<file path="src/rtl/fetch_sequencer_pkg.sv">
// Shared types and constants for the fetch-stage program-counter sequencer.
package fetch_pkg;

  localparam int INSTR_W    = 32;
  localparam int PC_W       = 32;
  localparam int WORD_SHIFT = 2;

  localparam logic [PC_W-1:0] PC_STEP          = 32'd4;
  localparam logic [PC_W-1:0] DEFAULT_RESET_PC = 32'h0000_0000;
  localparam int              DEFAULT_MEM_WORDS = 128;

  typedef enum logic [1:0] {
    IDLE,
    RUN,
    HALT,
    FAULT
  } fetch_state_e;

endpackage

</file>
<file path="src/rtl/fetch_sequencer_if.sv">
// Bus bundle between the fetch sequencer, instruction memory, control and decode.
interface fetch_sequencer_if;
  import fetch_pkg::*;

  logic [PC_W-1:0]    mem_addr;
  logic [INSTR_W-1:0] mem_data;
  logic               redirect_valid;
  logic [PC_W-1:0]    redirect_pc;
  logic               halt_req;
  logic               id_ready;
  logic               if_valid;
  logic [INSTR_W-1:0] if_instr;
  logic [PC_W-1:0]    if_pc;
  logic [PC_W-1:0]    if_npc;
  logic               halted;
  logic               fault;
  logic [31:0]        fetch_count;

  modport master (
    output mem_addr, if_valid, if_instr, if_pc, if_npc, halted, fault, fetch_count,
    input  mem_data, redirect_valid, redirect_pc, halt_req, id_ready
  );

  modport slave (
    input  mem_addr, if_valid, if_instr, if_pc, if_npc, halted, fault, fetch_count,
    output mem_data, redirect_valid, redirect_pc, halt_req, id_ready
  );

endinterface

</file>
<file path="src/rtl/fetch_sequencer_pc_gen.sv">
// Combinational next-pc selection, fetch-address legality check and word-address formation.
module fetch_pc_gen
  import fetch_pkg::*;
#(
  parameter int MEM_WORDS = DEFAULT_MEM_WORDS
) (
  input  logic [PC_W-1:0] pc_q,
  input  logic            redirect,
  input  logic [PC_W-1:0] redirect_pc,
  input  logic            advance,
  output logic [PC_W-1:0] pc_d,
  output logic            pc_ok,
  output logic [PC_W-1:0] mem_addr
);

  localparam logic [PC_W-1:0] MEM_LIMIT = PC_W'(MEM_WORDS);

  // The range test runs on the word index before any +4, so a pc near the top wraps only after it has already faulted.
  assign mem_addr = {{WORD_SHIFT{1'b0}}, pc_q[PC_W-1:WORD_SHIFT]};
  assign pc_ok    = (pc_q[WORD_SHIFT-1:0] == '0) && (mem_addr < MEM_LIMIT);
  assign pc_d     = redirect ? redirect_pc : (advance ? pc_q + PC_STEP : pc_q);

endmodule

</file>
<file path="src/rtl/fetch_sequencer.sv">
// Fetch-stage sequencer: FSM, pc register, IF/ID slot with valid/ready handoff and handoff counter.
module fetch_sequencer
  import fetch_pkg::*;
#(
  parameter logic [PC_W-1:0] RESET_PC  = DEFAULT_RESET_PC,
  parameter int              MEM_WORDS = DEFAULT_MEM_WORDS
) (
  input logic               clk,
  input logic               rst_n,
  fetch_sequencer_if.master bus
);

  fetch_state_e       state_q, state_d;
  logic [PC_W-1:0]    pc_q, pc_d;
  logic               if_valid_q, if_valid_d;
  logic [INSTR_W-1:0] if_instr_q, if_instr_d;
  logic [PC_W-1:0]    if_pc_q, if_pc_d;
  logic [PC_W-1:0]    if_npc_q, if_npc_d;
  logic [31:0]        fetch_count_q, fetch_count_d;
  logic               pc_ok;
  logic               advance;
  logic               redirect_take;
  logic               consumed;
  logic               load;

  fetch_pc_gen #(.MEM_WORDS(MEM_WORDS)) u_pc_gen (
    .pc_q        (pc_q),
    .redirect    (redirect_take),
    .redirect_pc (bus.redirect_pc),
    .advance     (advance),
    .pc_d        (pc_d),
    .pc_ok       (pc_ok),
    .mem_addr    (bus.mem_addr)
  );

  always_comb begin
    state_d       = state_q;
    if_valid_d    = if_valid_q;
    if_instr_d    = if_instr_q;
    if_pc_d       = if_pc_q;
    if_npc_d      = if_npc_q;
    advance       = 1'b0;
    consumed      = if_valid_q && bus.id_ready;
    load          = !if_valid_q || bus.id_ready;
    redirect_take = bus.redirect_valid && (state_q != IDLE);
    fetch_count_d = fetch_count_q + 32'(consumed);

    case (state_q)
      IDLE: state_d = RUN;
      RUN: begin
        if (load && pc_ok) begin
          if_valid_d = 1'b1;
          if_instr_d = bus.mem_data;
          if_pc_d    = pc_q;
          if_npc_d   = pc_q + PC_STEP;
          advance    = 1'b1;
          if (bus.halt_req) state_d = HALT;
        end else if (load) begin
          state_d = FAULT;
          if (consumed) if_valid_d = 1'b0;
        end else if (bus.halt_req) begin
          state_d = HALT;
        end
      end
      default: begin
        if (consumed) if_valid_d = 1'b0;
      end
    endcase

    // A redirect flushes the slot and suppresses any load decided above.
    if (redirect_take) begin
      advance    = 1'b0;
      if_valid_d = 1'b0;
      if_instr_d = if_instr_q;
      if_pc_d    = if_pc_q;
      if_npc_d   = if_npc_q;
      state_d    = bus.halt_req ? HALT : RUN;
    end
  end

  always_ff @(posedge clk or negedge rst_n) begin
    if (!rst_n) begin
      state_q       <= IDLE;
      pc_q          <= RESET_PC;
      if_valid_q    <= 1'b0;
      if_instr_q    <= '0;
      if_pc_q       <= '0;
      if_npc_q      <= '0;
      fetch_count_q <= '0;
    end else begin
      state_q       <= state_d;
      pc_q          <= pc_d;
      if_valid_q    <= if_valid_d;
      if_instr_q    <= if_instr_d;
      if_pc_q       <= if_pc_d;
      if_npc_q      <= if_npc_d;
      fetch_count_q <= fetch_count_d;
    end
  end

  assign bus.if_valid    = if_valid_q;
  assign bus.if_instr    = if_instr_q;
  assign bus.if_pc       = if_pc_q;
  assign bus.if_npc      = if_npc_q;
  assign bus.halted      = (state_q == HALT);
  assign bus.fault       = (state_q == FAULT);
  assign bus.fetch_count = fetch_count_q;

endmodule

</file>
<file path="src/flat_wrapper.sv">
// flat-port wrapper written by rule: the top's interface ports become plain ports
module fetch_sequencer_flat import fetch_pkg::*;
#(
  parameter logic [PC_W-1:0] RESET_PC  = DEFAULT_RESET_PC,
  parameter int              MEM_WORDS = DEFAULT_MEM_WORDS
)
  (clk, rst_n, bus_mem_addr, bus_if_valid, bus_if_instr, bus_if_pc, bus_if_npc, bus_halted, bus_fault, bus_fetch_count, bus_mem_data, bus_redirect_valid, bus_redirect_pc, bus_halt_req, bus_id_ready);
  fetch_sequencer_if bus_i ();
  input logic clk;
  input logic rst_n;
  output wire logic [$bits(bus_i.mem_addr)-1:0] bus_mem_addr;
  output wire logic [$bits(bus_i.if_valid)-1:0] bus_if_valid;
  output wire logic [$bits(bus_i.if_instr)-1:0] bus_if_instr;
  output wire logic [$bits(bus_i.if_pc)-1:0] bus_if_pc;
  output wire logic [$bits(bus_i.if_npc)-1:0] bus_if_npc;
  output wire logic [$bits(bus_i.halted)-1:0] bus_halted;
  output wire logic [$bits(bus_i.fault)-1:0] bus_fault;
  output wire logic [$bits(bus_i.fetch_count)-1:0] bus_fetch_count;
  input wire logic [$bits(bus_i.mem_data)-1:0] bus_mem_data;
  input wire logic [$bits(bus_i.redirect_valid)-1:0] bus_redirect_valid;
  input wire logic [$bits(bus_i.redirect_pc)-1:0] bus_redirect_pc;
  input wire logic [$bits(bus_i.halt_req)-1:0] bus_halt_req;
  input wire logic [$bits(bus_i.id_ready)-1:0] bus_id_ready;
  assign bus_mem_addr = bus_i.mem_addr;
  assign bus_if_valid = bus_i.if_valid;
  assign bus_if_instr = bus_i.if_instr;
  assign bus_if_pc = bus_i.if_pc;
  assign bus_if_npc = bus_i.if_npc;
  assign bus_halted = bus_i.halted;
  assign bus_fault = bus_i.fault;
  assign bus_fetch_count = bus_i.fetch_count;
  assign bus_i.mem_data = bus_mem_data;
  assign bus_i.redirect_valid = bus_redirect_valid;
  assign bus_i.redirect_pc = bus_redirect_pc;
  assign bus_i.halt_req = bus_halt_req;
  assign bus_i.id_ready = bus_id_ready;
  fetch_sequencer #(.RESET_PC(RESET_PC), .MEM_WORDS(MEM_WORDS)) u_core (.clk(clk), .rst_n(rst_n), .bus(bus_i));
endmodule
</file>
<file path="config.mk">
export PLATFORM = sky130hd
export DESIGN_NAME = fetch_sequencer_flat
export DESIGN_NICKNAME = d
export VERILOG_FILES = /design/src/rtl/fetch_sequencer_pkg.sv /design/src/rtl/fetch_sequencer_if.sv /design/src/rtl/fetch_sequencer_pc_gen.sv /design/src/rtl/fetch_sequencer.sv /design/src/flat_wrapper.sv
export SDC_FILE = /design/constraint.sdc
export NUM_CORES = 1
export LEC_CHECK = 0
export CAP_MARGIN = 40
export CORE_MARGIN = 4
export CORE_UTILIZATION = 30
export DETAILED_ROUTE_END_ITERATION = 8
export PLACE_DENSITY = 0.58
export REMOVE_ABC_BUFFERS = 1
export SKIP_LAST_GASP = 1
export SYNTH_ARGS = -nofsm -noshare
export SYNTH_HDL_FRONTEND = slang
export SYNTH_SLANG_ARGS = --single-unit
</file>
<file path="constraint.sdc">
create_clock -name clk -period 2.3 [get_ports clk]
set_clock_uncertainty 0.15 [all_clocks]
set_input_delay 0.46 -clock clk [delete_from_list [all_inputs] [get_ports clk]]
set_output_delay 0.46 -clock clk [all_outputs]
set_load 0.05 [all_outputs]
</file>
==> flow_metrics.tcl, run 1 <==
set metrics [dict create \
    timing.final.crit_period_ps 2368 \
    drive_gt1_share_pct 22.85 \
    post-route-drc-count 0 \
    crit_top_cell "or4_4" \
    gp_congestion 0.7920 \
    critPathRequiredTime_ps 2450 \
    p_total_mw 6.563 \
    path_buf_inv 1 \
    grt.total_usage_pct 14.59 \
    gr-usage-met2_pct 24.25 \
    clk_pin_slew_ps 60 \
    grt_util_met1_pct 18.00 \
    grt_pass1_vias 5105 \
    cts_sinks 161 \
    final_nets 826 \
    synth_most_common_cell "dfrtp_1" \
    critical_path_arrival_ps 2520 \
    htree_levels 4 \
    seqPwrFrac_pct 45.7 \
    wl_per_cell_um 16.65 \
    ys_warn_count 0 \
    power_density_nw_per_um2 648.9 \
    grt_busiest_layer "met2" \
    antenna_left 0 \
    maxCapViolations 0 \
    ys_ff_latch 161 \
    hold_viol 0 \
    p_sw_share_pct 26.54 \
    finalSetupTns_ps -1179 \
    finalCoreUtilization_pct 47.81 \
    firstDrtPassIters 4 \
    grt_max_degree 63 \
    finalSetupViolCount 32 \
    fin_ws_ps -68.41 \
    grt_first_pass_wirelength_mm 27.75 \
    viasPerCell 4.514 \
    die_w_um 154.9 \
    max-vdd-ir-drop_mv 0.4595 \
    post-place-ws_ps -382.0 \
    clockBufferDepth 2 \
    p_clk_share_pct 41.0 \
    ys_types 41 \
    routed_wl_mm 17.34 \
    internal-power_mw 4.821 \
    holdCritStartpoint "u_core.bus.fetch_count[31]" \
    vias 4699 \
    port-buffer-count 229 \
    worst_path_max_delay_cell "or4_4" \
    areaGrowthSynthToFinish_pct 56.25 \
    crit_path_start "u_core.pc_q[18]" \
    criticalPathCategory "register to register" \
    async_flop_share_pct 100.0 \
    timing.fmax_mhz 422.2 \
    max_stage_delay_ps 560 \
    core_um2 21150 \
    hp-class "register to register" \
    ys_seq_area_share_pct 62.25 \
    critPathMaxFanout 12 \
    yosysTopAreaCell "dfrtp_1" \
    clk_latency_ps 420 \
    status "complete, but fails checks" \
    drv_slew 0 \
    leakagePower_nw 4.926 \
    grtUsageMet3_pct 5.007 \
    p_sw_mw 1.742 \
    cp-end-kind "register" \
    grt_antenna_before_repair 0 \
    path_delay_family "simple AND/OR/NAND/NOR gates" \
    avgSynthCellArea_um2 13.00 \
    r2r_start "u_core.pc_q[18]" \
    die-area_um2 23990 \
    combPwrFrac_pct 13.3 \
    start_util_pct 30.60 \
    cts_tree "yes" \
    syn_area_um2 6472 \
    synth_area_leaders "dfrtp_1, mux2_2, nor2b_1, buf_4, xnor2_1" \
    drt_iter0_markers 242 \
    synth_top_cell_area_share_pct 62.25 \
    cp_cell_sequence "or4_4 -> or4_4 -> nor3_4 -> buf_6 -> nor2_4 -> a22o_2" \
    dp_hpwl_mm 12.16 \
    violations "setup timing" \
    tightest_slew_ps 563.7 \
    cts-root-buf "clkbuf_16" \
    synth_edf_count 0 \
    slew_headroom_pct 62.30 \
    fin_crit_sh_pct 103.0 \
    syn_inst 498 \
    overflow 0 \
    antennaDiodeCount 0 \
    pin_count 232 \
    floorplan.rows 53 \
    synthTopCellsByCount "dfrtp_1, nor2b_1, mux2_2" \
    start_kind "register" \
    numCtsBuffers 17 \
    rsz0062_at_grt "yes" \
    ys.flop_type "dfrtp_1" \
    die_height_um 154.9 \
    hold_slack_ps 312.6 \
]
through the flow:
step / cells / instance area [um^2]
2_1_floorplan: 447 / 6125
3_3_place_gp: 989 / 9080
3_5_place_dp: 989 / 9080
4_1_cts: 1038 / 9951
5_1_grt: 1041 / 10110
6_report: 1041 / 10110
logic make-up (layout without fill, tap and decap cells):
logic type / after synthesis / count (layout) / share of synthesized area, %
mux: 41 / 41 / 7.114
compound gates: 44 / 44 / 5.606
simple gates: 157 / 159 / 13.84
xor+xnor: 37 / 37 / 5.007
buf+inv: 54 / 319 / 5.548
other cells: 1 / 2 / 0.05794
flops: 161 / 161 / 62.25
fa+ha+maj: 3 / 3 / 0.5800
power groups by stage:
stage	sequential [mW]	clock, mW	combinational (mW)
detailed placement	3.04	0	0.876
floorplan	3.29	0	0.189
finish	3.00	2.69	0.873
global placement	3.04	0	0.871
global route	3.01	2.90	0.929
CTS	3.00	2.78	0.884
worst register-to-register path: cells and delay by family (launching register included):
kind | cells | cell delay [ps]
compound gates | 1 | 240
buf+inv | 1 | 160
flops | 1 | 370
simple gates | 4 | 1330
cell type report:
cell class                 instances  area, um^2
clock buffer                      20       456.7
tap                              275       344.1
sequential                       161        4029
clock inverter                    11       106.4
inverter                           2       7.507
fill                            1884       11040
timing repair buffer             286        2905
multi-input combinational        286        2265
per-layer routing:
metal	up-vias	part of all wire (%)
met5	-	0
met4	0	1.4
met3	15	6.4
met2	144	51
met1	2327	42
li1	2213	-
cell usage in the layout (no fill, tap or decap), types with 4 or more instances in the layout:
cell type,n
nand3_1,14
nor2b_1,47
dlymetal6s2s_1,15
mux2_2,10
clkbuf_16,18
o221ai_1,4
buf_6,6
clkdlybuf4s50_1,178
a22o_2,22
nand4_1,13
dfrtp_1,161
nor4_1,7
buf_12,8
dlygate4sd2_1,26
buf_4,46
nor2_1,11
and3_1,9
a21oi_1,7
xor2_1,8
mux2_4,30
xnor2_1,29
nand2_1,31
state kept, by name, indices dropped and copies added, names as in the netlist:
signal                  count
u_core.pc_q                32
u_core.bus.if_valid         1
u_core.state_q              2
u_core.bus.fetch_count     32
u_core.bus.if_pc           30
u_core.bus.if_instr        32
u_core.bus.if_npc          32
final timing paths:
path	endpoint	slack (ps)	cells past startpoint
worst min-delay path	u_core.bus.fetch_count[31]	310	1
max in group asynchronous	u_core.bus.if_npc[14]	910	3
worst max-delay path	u_core.pc_q[20]	-70	6
min in group asynchronous	u_core.bus.if_instr[28]	390	2
worst max register to register	u_core.pc_q[20]	-70	6
worst min register to register	u_core.bus.fetch_count[31]	310	1
timing repair:
item | in CTS | in global routing
endpoints found under the hold margin | 46 | 0
endpoints found under the setup margin | 119 | 130
resized for setup | 50 | 52
setup buffers | 11 | 6
pin swaps | 8 | 3
gates cloned | 6 | 1
hold buffers | 1 | 0
Power figures use the tool's default switching activity.
==> run 2: changes to the inputs <==
Settings changed: PLACE_DENSITY 0.58 to 0.55, SKIP_LAST_GASP 1 to not set.
Clock period 2.3 ns to 3.1 ns, I/O delays scaled along.
==> flow_metrics.tcl, run 2 (synthesis results as in run 1) <==
set metrics [dict create \
    worst-r2r-setup-slack_ps 480 \
    seq_area_um2 4029 \
    fin_crit_sh_pct 86.79 \
    viasPerCell 4.482 \
    antenna_left 0 \
    mostFrequentLayoutCells "clkdlybuf4s50_1, dfrtp_1, nor2b_1, mux2_2, nand2_1" \
    design_area_um2 9522 \
    wl_per_cell_um 16.04 \
    dp_hpwl_mm 11.71 \
    grt_antenna_before_repair 0 \
    cp-end-kind "output pin" \
    firstDrtPassIters 4 \
    slew_headroom_pct 50.71 \
    power_density_nw_per_um2 528.2 \
    post_dp_cell_area_um2 8897 \
    routed_wl_mm 15.99 \
    hold_viol 0 \
    critPathMaxFanout 7 \
    cts-root-buf "clkbuf_16" \
    die_height_um 154.9 \
    drv_slew 0 \
    clk_latency_ps 420 \
    finalSetupViolCount 0 \
    critPathRequiredTime_ps 2330 \
    cts_hold_buf 0 \
    finalSetupTns_ps 0 \
    hold_slack_ps 31.58 \
    multi_input_area_um2 2093 \
    critical_path_arrival_ps 1920 \
    layout_commonest_cell "clkdlybuf4s50_1" \
    die_w_um 154.9 \
    gp_congestion 0.8114 \
    rsz0062_at_grt "no" \
    cts_resized 0 \
    drt_iter0_markers 168 \
    clockBufferDepth 2 \
    final_nets 781 \
    cts_sinks 161 \
    cts_tree "yes" \
    hp-class "input pin to asynchronous set/reset pin" \
    grt_first_pass_wirelength_mm 26.33 \
    core_um2 21150 \
    tightest_slew_ps 734.5 \
    fillers 1905 \
    pin_count 232 \
    drive_gt1_share_pct 16.07 \
    htree_levels 4 \
    vias 4469 \
    maxCapViolations 0 \
    max-vdd-ir-drop_mv 0.3377 \
    floorplan.rows 53 \
    port-buffer-count 229 \
    clk_pin_slew_ps 60 \
    areaGrowthSynthToFinish_pct 47.11 \
    timing.final.crit_period_ps 2690 \
    overflow 0 \
    criticalPathCategory "register to output pin" \
    start_util_pct 30.60 \
    leakagePower_nw 4.310 \
    postCtsSetupBuffers 0 \
    post-route-drc-count 0 \
    grt_max_degree 67 \
    grt.total_usage_pct 13.68 \
    die-area_um2 23990 \
    antennaDiodeCount 0 \
    timing.fmax_mhz 371.7 \
    numCtsBuffers 17 \
    start_kind "register" \
    status "finished, final reports clean" \
    grt_pass1_vias 4828 \
]
run 2: routing by layer:
layer  global-route usage, %  up-vias  wire (um)
met5                       0        -          0
met4                   3.953        0        163
met3                   4.339       15       1014
met2                   21.74      134       7710
met1                   18.04     2209       7103
li1                        -     2111          -
run 2: worst paths after layout:
check,startpoint,to,cells after the start
max in group asynchronous,rst_n,u_core.state_q[1],2
min in group clk,u_core.bus.fetch_count[31],u_core.bus.fetch_count[31],1
max,u_core.state_q[1],bus_halted,2
min,rst_n,u_core.bus.if_npc[9],1
min reg2reg,u_core.bus.fetch_count[31],u_core.bus.fetch_count[31],1
max reg2reg,u_core.pc_q[19],u_core.bus.if_npc[13],6
run 2: metrics by stage:
stage | setup WS, ps | util, % | cells | power (mW)
final | 409.5 | 45.01 | 997 | 5.029
after global routing | 330.1 | 45.01 | 997 | 5.250
after CTS | 382.2 | 45.01 | 997 | 5.118
after detailed placement | 133.2 | 42.06 | 965 | 2.881
after global placement | 184.3 | 42.06 | 965 | 2.877
after floorplan | -1079 | - | 447 | 2.578
run 2: final cells by class:
| cell class | count | share of cell area (%) |
|---|---|---|
| clock buffer | 21 | 4.941 |
| clock inverter | 11 | 1.616 |
| inverter | 2 | 0.07884 |
| multi-input combinational | 284 | 21.98 |
| sequential | 161 | 42.31 |
| tap | 275 | 3.614 |
| timing repair buffer | 243 | 25.45 |
run 2: worst max-delay path, cell delays in order, from the launching register on:
cell             delay, ps
dfrtp_1                440
nor2b_1                220
clkdlybuf4s50_1        850
run 2: where the power goes:
| group | switching, mW | internal, mW |
|---|---|---|
| combinational | 0.360 | 0.249 |
| clock | 0.852 | 1.34 |
| sequential | 0.0682 | 2.16 |
| total | 1.28 | 3.75 |
